File: src/rtl/process_scheduler_rr_if.sv
// Scheduler-to-core bundle: run control, context handshakes,
// offset programming and status.
interface process_scheduler_rr_if #(
   parameter int NUM_PROC = 14
);
   logic                Enable;
   logic [NUM_PROC-1:0] Process_Valid;
   logic                Halt;
   logic                Save_Done;
   logic                Restore_Done;
   logic [3:0]          Indice_Processo;
   logic                Change_Offset;
   logic [31:0]         Offset;
   logic                Save_Context;
   logic                Restore_Context;
   logic                Cpu_Stall;
   logic [NUM_PROC-1:0] Process_Done;
   logic                All_Done;
   logic [15:0]         Quantum_Count;

   modport master (
      input  Enable, Process_Valid, Halt,
      input  Save_Done, Restore_Done,
      output Indice_Processo, Change_Offset, Offset,
      output Save_Context, Restore_Context, Cpu_Stall,
      output Process_Done, All_Done, Quantum_Count
   );

   modport slave (
      output Enable, Process_Valid, Halt,
      output Save_Done, Restore_Done,
      input  Indice_Processo, Change_Offset, Offset,
      input  Save_Context, Restore_Context, Cpu_Stall,
      input  Process_Done, All_Done, Quantum_Count
   );
endinterface

File: src/rtl/process_scheduler_rr.sv
// Round-robin process scheduler: picks the next runnable slot,
// programs its memory partition and sequences save/restore.
module process_scheduler_rr #(
   parameter int NUM_PROC       = 14,
   parameter int QUANTUM        = 100,
   parameter int PARTITION_SIZE = 150
) (
   input logic                   Clock,
   input logic                   Reset,
   process_scheduler_rr_if.master bus
);
   typedef enum logic [2:0] {
      IDLE, SELECT, LOAD, RESTORE, RUN, SAVE, FINISHED
   } state_t;

   state_t              state, next;
   logic [3:0]          idx, last, pick;
   logic                found;
   logic [4:0]          j;
   logic [31:0]         offset;
   logic [NUM_PROC-1:0] done, elig;
   logic [15:0]         qcount;

   assign elig = bus.Process_Valid & ~done;

   // Scan starts just after last; last itself is reached on the final step.
   always_comb begin
      found = 1'b0;
      pick  = idx;
      j     = '0;
      for (int k = 1; k <= NUM_PROC; k++) begin
         j = 5'(last) + 5'(k);
         if (j >= 5'(NUM_PROC)) j = j - 5'(NUM_PROC);
         if (!found && elig[j[3:0]]) begin
            found = 1'b1;
            pick  = j[3:0];
         end
      end
   end

   always_comb begin
      next = state;
      unique case (state)
         IDLE:
            if (bus.Enable) next = SELECT;
         SELECT:
            if (!bus.Enable) next = IDLE;
            else if (found) next = LOAD;
            else            next = FINISHED;
         LOAD:
            next = bus.Enable ? RESTORE : IDLE;
         RESTORE:
            if (bus.Restore_Done) next = bus.Enable ? RUN : IDLE;
         RUN:
            if (!bus.Enable) next = IDLE;
            else if (bus.Halt) next = SELECT;
            else if (qcount == 16'(QUANTUM - 1)) next = SAVE;
         SAVE:
            if (bus.Save_Done) next = bus.Enable ? SELECT : IDLE;
         FINISHED:
            if (!bus.Enable) next = IDLE;
         default:
            next = IDLE;
      endcase
   end

   always_ff @(posedge Clock or negedge Reset) begin
      if (!Reset) begin
         state  <= IDLE;
         idx    <= '0;
         last   <= 4'(NUM_PROC - 1);
         offset <= '0;
         done   <= '0;
         qcount <= '0;
      end else begin
         state <= next;
         unique case (state)
            IDLE:
               last <= 4'(NUM_PROC - 1);
            SELECT:
               if (found && bus.Enable) begin
                  idx  <= pick;
                  last <= pick;
               end
            LOAD:
               offset <= 32'(idx) * 32'(PARTITION_SIZE);
            RESTORE:
               qcount <= '0;
            RUN: begin
               qcount <= qcount + 16'd1;
               if (bus.Halt && bus.Enable) done[idx] <= 1'b1;
            end
            default: ;
         endcase
         // Every entry into IDLE starts a fresh batch.
         if (next == IDLE) done <= '0;
      end
   end

   assign bus.Indice_Processo = idx;
   assign bus.Offset          = offset;
   assign bus.Process_Done    = done;
   assign bus.Quantum_Count   = qcount;
   assign bus.Change_Offset   = (state == LOAD);
   assign bus.Restore_Context = (state == RESTORE);
   assign bus.Save_Context    = (state == SAVE);
   assign bus.Cpu_Stall       = (state != RUN);
   assign bus.All_Done        = (state == FINISHED);
endmodule

File: src/flat_wrapper.sv
// flat-port wrapper written by rule: the top's interface ports become plain ports
module process_scheduler_rr_flat 
#(
   parameter int NUM_PROC       = 14,
   parameter int QUANTUM        = 100,
   parameter int PARTITION_SIZE = 150
)
  (Clock, Reset, bus_Enable, bus_Process_Valid, bus_Halt, bus_Save_Done, bus_Restore_Done, bus_Indice_Processo, bus_Change_Offset, bus_Offset, bus_Save_Context, bus_Restore_Context, bus_Cpu_Stall, bus_Process_Done, bus_All_Done, bus_Quantum_Count);
  process_scheduler_rr_if #(.NUM_PROC(NUM_PROC)) bus_i ();
  input logic Clock;
  input logic Reset;
  input wire logic [$bits(bus_i.Enable)-1:0] bus_Enable;
  input wire logic [$bits(bus_i.Process_Valid)-1:0] bus_Process_Valid;
  input wire logic [$bits(bus_i.Halt)-1:0] bus_Halt;
  input wire logic [$bits(bus_i.Save_Done)-1:0] bus_Save_Done;
  input wire logic [$bits(bus_i.Restore_Done)-1:0] bus_Restore_Done;
  output wire logic [$bits(bus_i.Indice_Processo)-1:0] bus_Indice_Processo;
  output wire logic [$bits(bus_i.Change_Offset)-1:0] bus_Change_Offset;
  output wire logic [$bits(bus_i.Offset)-1:0] bus_Offset;
  output wire logic [$bits(bus_i.Save_Context)-1:0] bus_Save_Context;
  output wire logic [$bits(bus_i.Restore_Context)-1:0] bus_Restore_Context;
  output wire logic [$bits(bus_i.Cpu_Stall)-1:0] bus_Cpu_Stall;
  output wire logic [$bits(bus_i.Process_Done)-1:0] bus_Process_Done;
  output wire logic [$bits(bus_i.All_Done)-1:0] bus_All_Done;
  output wire logic [$bits(bus_i.Quantum_Count)-1:0] bus_Quantum_Count;
  assign bus_i.Enable = bus_Enable;
  assign bus_i.Process_Valid = bus_Process_Valid;
  assign bus_i.Halt = bus_Halt;
  assign bus_i.Save_Done = bus_Save_Done;
  assign bus_i.Restore_Done = bus_Restore_Done;
  assign bus_Indice_Processo = bus_i.Indice_Processo;
  assign bus_Change_Offset = bus_i.Change_Offset;
  assign bus_Offset = bus_i.Offset;
  assign bus_Save_Context = bus_i.Save_Context;
  assign bus_Restore_Context = bus_i.Restore_Context;
  assign bus_Cpu_Stall = bus_i.Cpu_Stall;
  assign bus_Process_Done = bus_i.Process_Done;
  assign bus_All_Done = bus_i.All_Done;
  assign bus_Quantum_Count = bus_i.Quantum_Count;
  process_scheduler_rr #(.NUM_PROC(NUM_PROC), .QUANTUM(QUANTUM), .PARTITION_SIZE(PARTITION_SIZE)) u_core (.Clock(Clock), .Reset(Reset), .bus(bus_i));
endmodule
File: config.mk
export PLATFORM = sky130hd
export DESIGN_NAME = process_scheduler_rr_flat
export DESIGN_NICKNAME = d
export VERILOG_FILES = /design/src/rtl/process_scheduler_rr_if.sv /design/src/rtl/process_scheduler_rr.sv /design/src/flat_wrapper.sv
export SDC_FILE = /design/constraint.sdc
export NUM_CORES = 1
export LEC_CHECK = 0
export BUFFER_PORTS_ARGS = -buffer_cell sky130_fd_sc_hd__buf_2
export CORE_MARGIN = 2
export CORE_UTILIZATION = 58
export CTS_CLUSTER_DIAMETER = 30
export DETAILED_ROUTE_END_ITERATION = 8
export HOLD_SLACK_MARGIN = 0.12
export MAX_ROUTING_LAYER = met4
export PLACE_DENSITY_LB_ADDON = 0.08
export SYNTH_ARGS = -nofsm -noshare
export SYNTH_HDL_FRONTEND = slang
export SYNTH_SLANG_ARGS = --single-unit
export TNS_END_PERCENT = 100
File: constraint.sdc
create_clock -name Clock -period 9.7 [get_ports Clock]
set_input_delay 0.97 -clock Clock [delete_from_list [all_inputs] [get_ports Clock]]
set_output_delay 0.97 -clock Clock [all_outputs]
set_load 0.02 [all_outputs]
# Word-level counts from Yosys, hierarchy flattened
# Cells that the tools add are included.
[totals]
in_bits = 20
regBits = 52
wordCells = 207
[op_classes]
n_eq_ne = 9
mux = 91
add_sub_neg = 29
reduce_logical = 38
n_mul = 1
bitwise_logic = 3
magnitude_cmp = 30
[ops]
columns = ["operator", "n"]
rows = [
  ["4-bit two-way mux", 29],
  ["4-bit by 5-bit < comparator with 1-bit output, second input constant", 15],
  ["5-bit by 4-bit >= comparator with 1-bit output, second input constant", 14],
  ["1-bit binary-select mux with 4-bit select", 14],
  ["4-bit subtractor, second input constant", 14],
  ["14-bit two-way mux", 3],
  ["4-bit by 4-bit adder with 5-bit output, second input constant", 7],
  ["16-bit one-hot mux with 2 select lines", 1],
  ["1-bit two-way mux", 30],
  ["3-bit two-way mux", 10],
  ["3-bit one-hot mux with 7 select lines", 1],
  ["4-bit by 3-bit adder with 5-bit output, second input constant", 4],
  ["16-bit by 1-bit adder with 16-bit output, second input constant", 1],
  ["16-bit by 7-bit equality test with 1-bit output, second input constant", 1],
  ["1-bit logical AND", 16],
  ["14-bit AND", 1],
  ["14-bit inverter", 1],
  ["14-bit OR", 1],
  ["1-bit logical NOT", 13],
  ["4-bit by 7-bit multiplier with 11-bit output, second input constant", 1],
  ["4-bit by 2-bit adder with 5-bit output, second input constant", 2],
  ["3-bit equality test, second input constant", 3],
  ["4-bit one-hot mux with 2 select lines", 1],
  ["2-bit nonzero test", 4],
  ["other kinds (10)", 14],
]

# Longest topological paths before layout
[logic_depth]
word_depth = 51
mapped_depth = 20
mapped_depth_nobuf = 16

# Least setup slack after synthesis
# Ideal clock, no wire load.
[synth_timing]
path_type = "register to register"
from = "reg u_core.last[0]"
to = "reg u_core.done[10], in the netlist u_core.bus.Process_Done[10]"
arrival_ns = 5.108
slack_ns = 4.522
path_stages_with_launch = 21
cell_sequence = "dfstp_2 buf_6 buf_4 clkinv_1 ha_1 inv_1 ha_1 clkbuf_1 inv_1 or2_2 mux2_4 mux2i_1 mux4_2 or3b_1 clkbuf_1 or4_4 nor3_4 a21o_4 nor3_2 buf_6 nor2_2"
[synth_via]
elab_chain_cells = 51
[synth_lines]
columns = ["element", "line", "source"]
rows = [
  ["start, declared", "process_scheduler_rr.sv:17", "logic [3:0] idx, last, pick;"],
  ["start signal, assigned", "process_scheduler_rr.sv:71", "last <= 4'(NUM_PROC - 1);"],
  ["start signal, assigned", "process_scheduler_rr.sv:79", "last <= 4'(NUM_PROC - 1);"],
  ["start signal, assigned", "process_scheduler_rr.sv:83", "last <= pick;"],
  ["4-bit by 1-bit adder with 5-bit output", "process_scheduler_rr.sv:32", "j = 5'(last) + 5'(k);"],
  ["4-bit subtractor or 5-bit by 4-bit >= comparator with 1-bit output (tied branches)", "process_scheduler_rr.sv:33", "if (j >= 5'(NUM_PROC)) j = j - 5'(NUM_PROC);"],
  ["4-bit two-way mux", "process_scheduler_rr.sv:33", ""],
  ["1-bit binary-select mux with 4-bit select", "process_scheduler_rr.sv:34", "if (!found && elig[j[3:0]]) begin"],
  ["1-bit two-way mux (implied by the code)", "process_scheduler_rr.sv:34", ""],
  ["1-bit two-way mux", "process_scheduler_rr.sv:34", ""],
  ["1-bit logical NOT", "process_scheduler_rr.sv:34", ""],
  ["1-bit logical AND", "process_scheduler_rr.sv:34", ""],
  ["(+36 left out)", "n/a", ""],
  ["1-bit two-way mux (*)", "process_scheduler_rr.sv:34", ""],
  ["3-bit two-way mux (*)", "process_scheduler_rr.sv:48", "else if (found) next = LOAD;"],
  ["3-bit two-way mux (*)", "process_scheduler_rr.sv:47", "if (!bus.Enable) next = IDLE;"],
  ["3-bit one-hot mux with 7 select lines (*)", "process_scheduler_rr.sv:43", "unique case (state)"],
  ["via u_core.next[2]", "process_scheduler_rr.sv:16", "state_t state, next;"],
  ["3-bit logical NOT (*)", "process_scheduler_rr.sv:96", "if (next == IDLE) done <= '0;"],
  ["2-bit nonzero test (no line)", "n/a", ""],
  ["2-bit AND reduction (no line)", "n/a", ""],
  ["end signal, assigned", "process_scheduler_rr.sv:73", "done <= '0;"],
  ["end signal, assigned by index", "process_scheduler_rr.sv:91", "if (bus.Halt && bus.Enable) done[idx] <= 1'b1;"],
  ["end signal, assigned", "process_scheduler_rr.sv:96", ""],
  ["end, declared", "process_scheduler_rr.sv:21", "logic [NUM_PROC-1:0] done, elig;"],
]
# Mark *: on every way through the listed nets, which the timed path passes. The rest lies on a longest branch. The select of a mux whose other input is x is not followed.
# A chain may end at the register's enable or synchronous reset.

# Worst setup path after layout
[layout_timing]
from = "reg u_core.last[0]"
to = "reg u_core.done[2], in the netlist u_core.bus.Process_Done[2]"
# The elaborated chain is that of the path after synthesis.

==> flow_summary.toml <==
[layout]
final_layout_size_suffix_gt1_share_pct = 18.3
fin_cells = 1024
area_delta_synth_final_pct = 6.55
final_area_um2 = 7310
antennaDiodeCount = 0
finalNetCount = 943
final_util_pct = 63.7

[clocking]
cts_inserted_buffers = 5
cts_num_sinks = 52
ctsLongestPathBuffers = 2
post_cts_resize_count = 0
post_cts_buffers = 0
cts.clk_slew.worst_paths_ns = 0.07
holdBufCountCts = 0
clock_tree.root_cell = "clkbuf_16"
h-tree-depth = 2
cts_tree = "done"
clk-insertion-delay-late_ns = 0.30

[setup_path]
worstSetupStartpointType = "flip-flop"
critical_path.slowest_cell = "nor3_2"
timing.critical_path.required_ns = 9.82
critical_path.max_fanout = 50
crit_path_cell_trace = "buf_4, clkinv_1, ha_1, ha_1, nor2_1, nor2_1, a221oi_2, a311oi_4, mux4_2, or3b_1, or4_4, nor3_4, a21o_4, nor3_2, nor2_1"
worst-setup-path-type = "flip-flop to flip-flop"
worst_setup_path_end_kind = "flip-flop"
timing.critical_path.arrival_ns = 6.42
critPathMaxStageDelay_ns = 0.93
crit_top_cell = "nor2_1"

[synthesis]
synth_cell_types = 95
postSynth.topFlopCell = "dfrtp_1"
syn-mean-instance-area_um2 = 8.20
yosys-top-cells-area = "dfrtp_1 18%, ha_1 7.5%, mux2i_1 6.6%"
synth.top_cells.by_count = "73 x nand2_1, 56 x nor2_1, 51 x o21ai_0"
post-synth-top-count-cell = "nand2_1"
async_reset_ff_share_pct = 100
yosysTopAreaCell = "dfrtp_1"
postSynthCellCount = 837
synth_top_area_share_pct = 17.9
mappedNetlistArea_um2 = 6860
synth_sequential_area_ratio_pct = 19.0
synth_edf_count = 0
synth_seq_cells = 52
yosys_warnings = 0

[pwr]
power.share.clock_pct = 7.1
total_leakage_power_nw = 3.33
power_density_nw_per_um2 = 409
pwr-share-seq_pct = 11.3
vdd_ir_drop_max_v = 0.000248
internal_power_mw = 1.30
switching_power_mw = 1.69
comb_power_share_pct = 81.6
swShare_pct = 56.5
post-layout-total-power_mw = 2.99

[global_route]
groute.usage.overall_pct = 35.9
largest_net_degree_at_the_start_of_global_routing = 53
global_route_wire_length_before_repair_um = 35500
number_of_antenna_violations_at_the_first_check_in_global_routing = 0
number_of_global_route_vias_before_repair = 6547
gr-total-overflow = 0

[detailed_routing]
drt_drc_violations_left = 0
via_count = 6966
wl_um = 22300
routed_via_density = 6.80
dr.first_iter.drc_count = 821
postRouteAntennaNets = 0
detail_route.first_pass.iterations = 5
detail_route.wl_per_cell_um = 21.7

[floorplan]
initial_core_util_pct = 59.8
floorplan.die.height_um = 113
ioPinCount = 91
placeableCoreArea_um2 = 11500
dieWidth_um = 113
placementRows = 39
die_area_um2 = 12700

[timing]
timing.final.max_slew_violations = 0
min_period_over_period_pct = 64.9
hold-worst-slack_ns = 0.467
report.final.hold_viol_count = 0
timing.setup.tns_ns = 0
slew-limit-headroom_pct = 19.7
worst_slew_pin_slew_ns = 1.20
setup_slack_ns = 3.40
fin_crit_ns = 6.30
clock_skew_ns = 0.00814
setup_repair_after_global_routing_missed_its_margin = "no"
setup_viol = 0
achievable-frequency_mhz = 159

[job]
maximum_capacitance_violations = 0

[placed_design]
place_inst = 1016
gpl.final_weighted_congestion = 1.05
detailedPlace.worstSlack_ns = 3.54
portBuffers = 69
detailed_place.area_um2 = 7130
dp_hpwl_um = 17500

[worst_hold_path]
worstHoldPathType = "flip-flop to flip-flop"

[status]
status = "finished, final reports clean"
==> power groups by stage <==
stage | Sequential [mW] | Clock, mW | Combinational, mW
floorplan | 0.342 | 0 | 1.80
global placement | 0.336 | 0 | 2.32
detailed placement | 0.338 | 0 | 2.35
CTS | 0.335 | 0.214 | 2.37
global route | 0.344 | 0.222 | 2.64
finish | 0.337 | 0.212 | 2.44
==> path summary, 6_finish.rpt <==
kind / slack [ns] / cells past startpoint / startpoint / to
setup reg to reg: 3.40 / 15 / u_core.last[0] / u_core.bus.Process_Done[2]
hold / removal: 0.47 / 2 / u_core.bus.Offset[11] / u_core.bus.Offset[11]
hold reg to reg: 0.47 / 2 / u_core.bus.Offset[11] / u_core.bus.Offset[11]
min in group asynchronous: 0.92 / 1 / Reset / u_core.bus.Offset[2]
setup / recovery: 3.40 / 15 / u_core.last[0] / u_core.bus.Process_Done[2]
max in group asynchronous: 8.05 / 1 / Reset / u_core.bus.Process_Done[2]
==> kinds of logic after synthesis <==
family	count (synthesis)	synth area share (%)
AND/OR/NAND/NOR	315	24.4
AO/OA/AOI/OAI	246	25.4
buffers and inverters	84	6.69
multiplexers	71	12.4
flip-flops	52	19.0
adder cells (fa/ha/maj)	43	8.06
XOR/XNOR	25	3.90
other	1	0.0547
==> final cells by class <==
cell class / instances / area (um^2)
flip-flops and latches: 52 / 1310
fillers: 1012 / 4160
clock inverters: 2 / 38.8
well taps: 143 / 179
clock buffers: 6 / 139
multi-input cells: 721 / 5170
repair buffers: 73 / 375
inverters: 27 / 101
==> critical path, delay by kind of cell (launching register included) <==
kind                       cells  cell delay (ns)
muxes                          1             0.66
and+or+nand+nor                7             1.95
DFF                            1             0.52
adders and majority gates      2             1.30
buffers and inverters          2             0.90
AOI/OAI and AO/OA              3             0.76
==> routing by layer <==
layer	part of all wire [%]	GRT usage, %	vias up
li1	-	-	3185
met1	41	46.8	3359
met2	47	57.5	358
met3	7.7	3.59	64
met4	4.4	15.1	0
met5	0	-	-
==> registers in the layout, indices dropped and copies added, names as in the netlist <==
register and count:
u_core.bus.Indice_Processo 4, u_core.bus.Quantum_Count 16, u_core.bus.Offset 11, u_core.bus.Process_Done 14, u_core.last 4, u_core.state 3
==> layout by cell type, fill, tap and decap left out, types with 9 or more instances in the layout <==
cell,Yosys,routed
nand2b_1,22,22
nor3_1,22,22
or2_2,13,13
a21o_1,10,10
dfrtp_1,49,49
nand3_1,25,25
nor2_1,56,56
conb_1,1,21
o21ai_0,51,51
xnor2_1,16,16
and3_1,9,9
nor2_2,11,11
mux4_2,9,9
nor2b_1,17,17
and2_1,9,9
nand2_1,73,73
buf_2,7,69
o21a_1,9,9
inv_1,24,24
a31oi_1,12,12
ha_1,41,41
mux2i_1,45,45
o211ai_1,19,19
a21oi_1,46,46
mux2_2,15,15
Note: power is estimated with default switching activity, not from simulation.
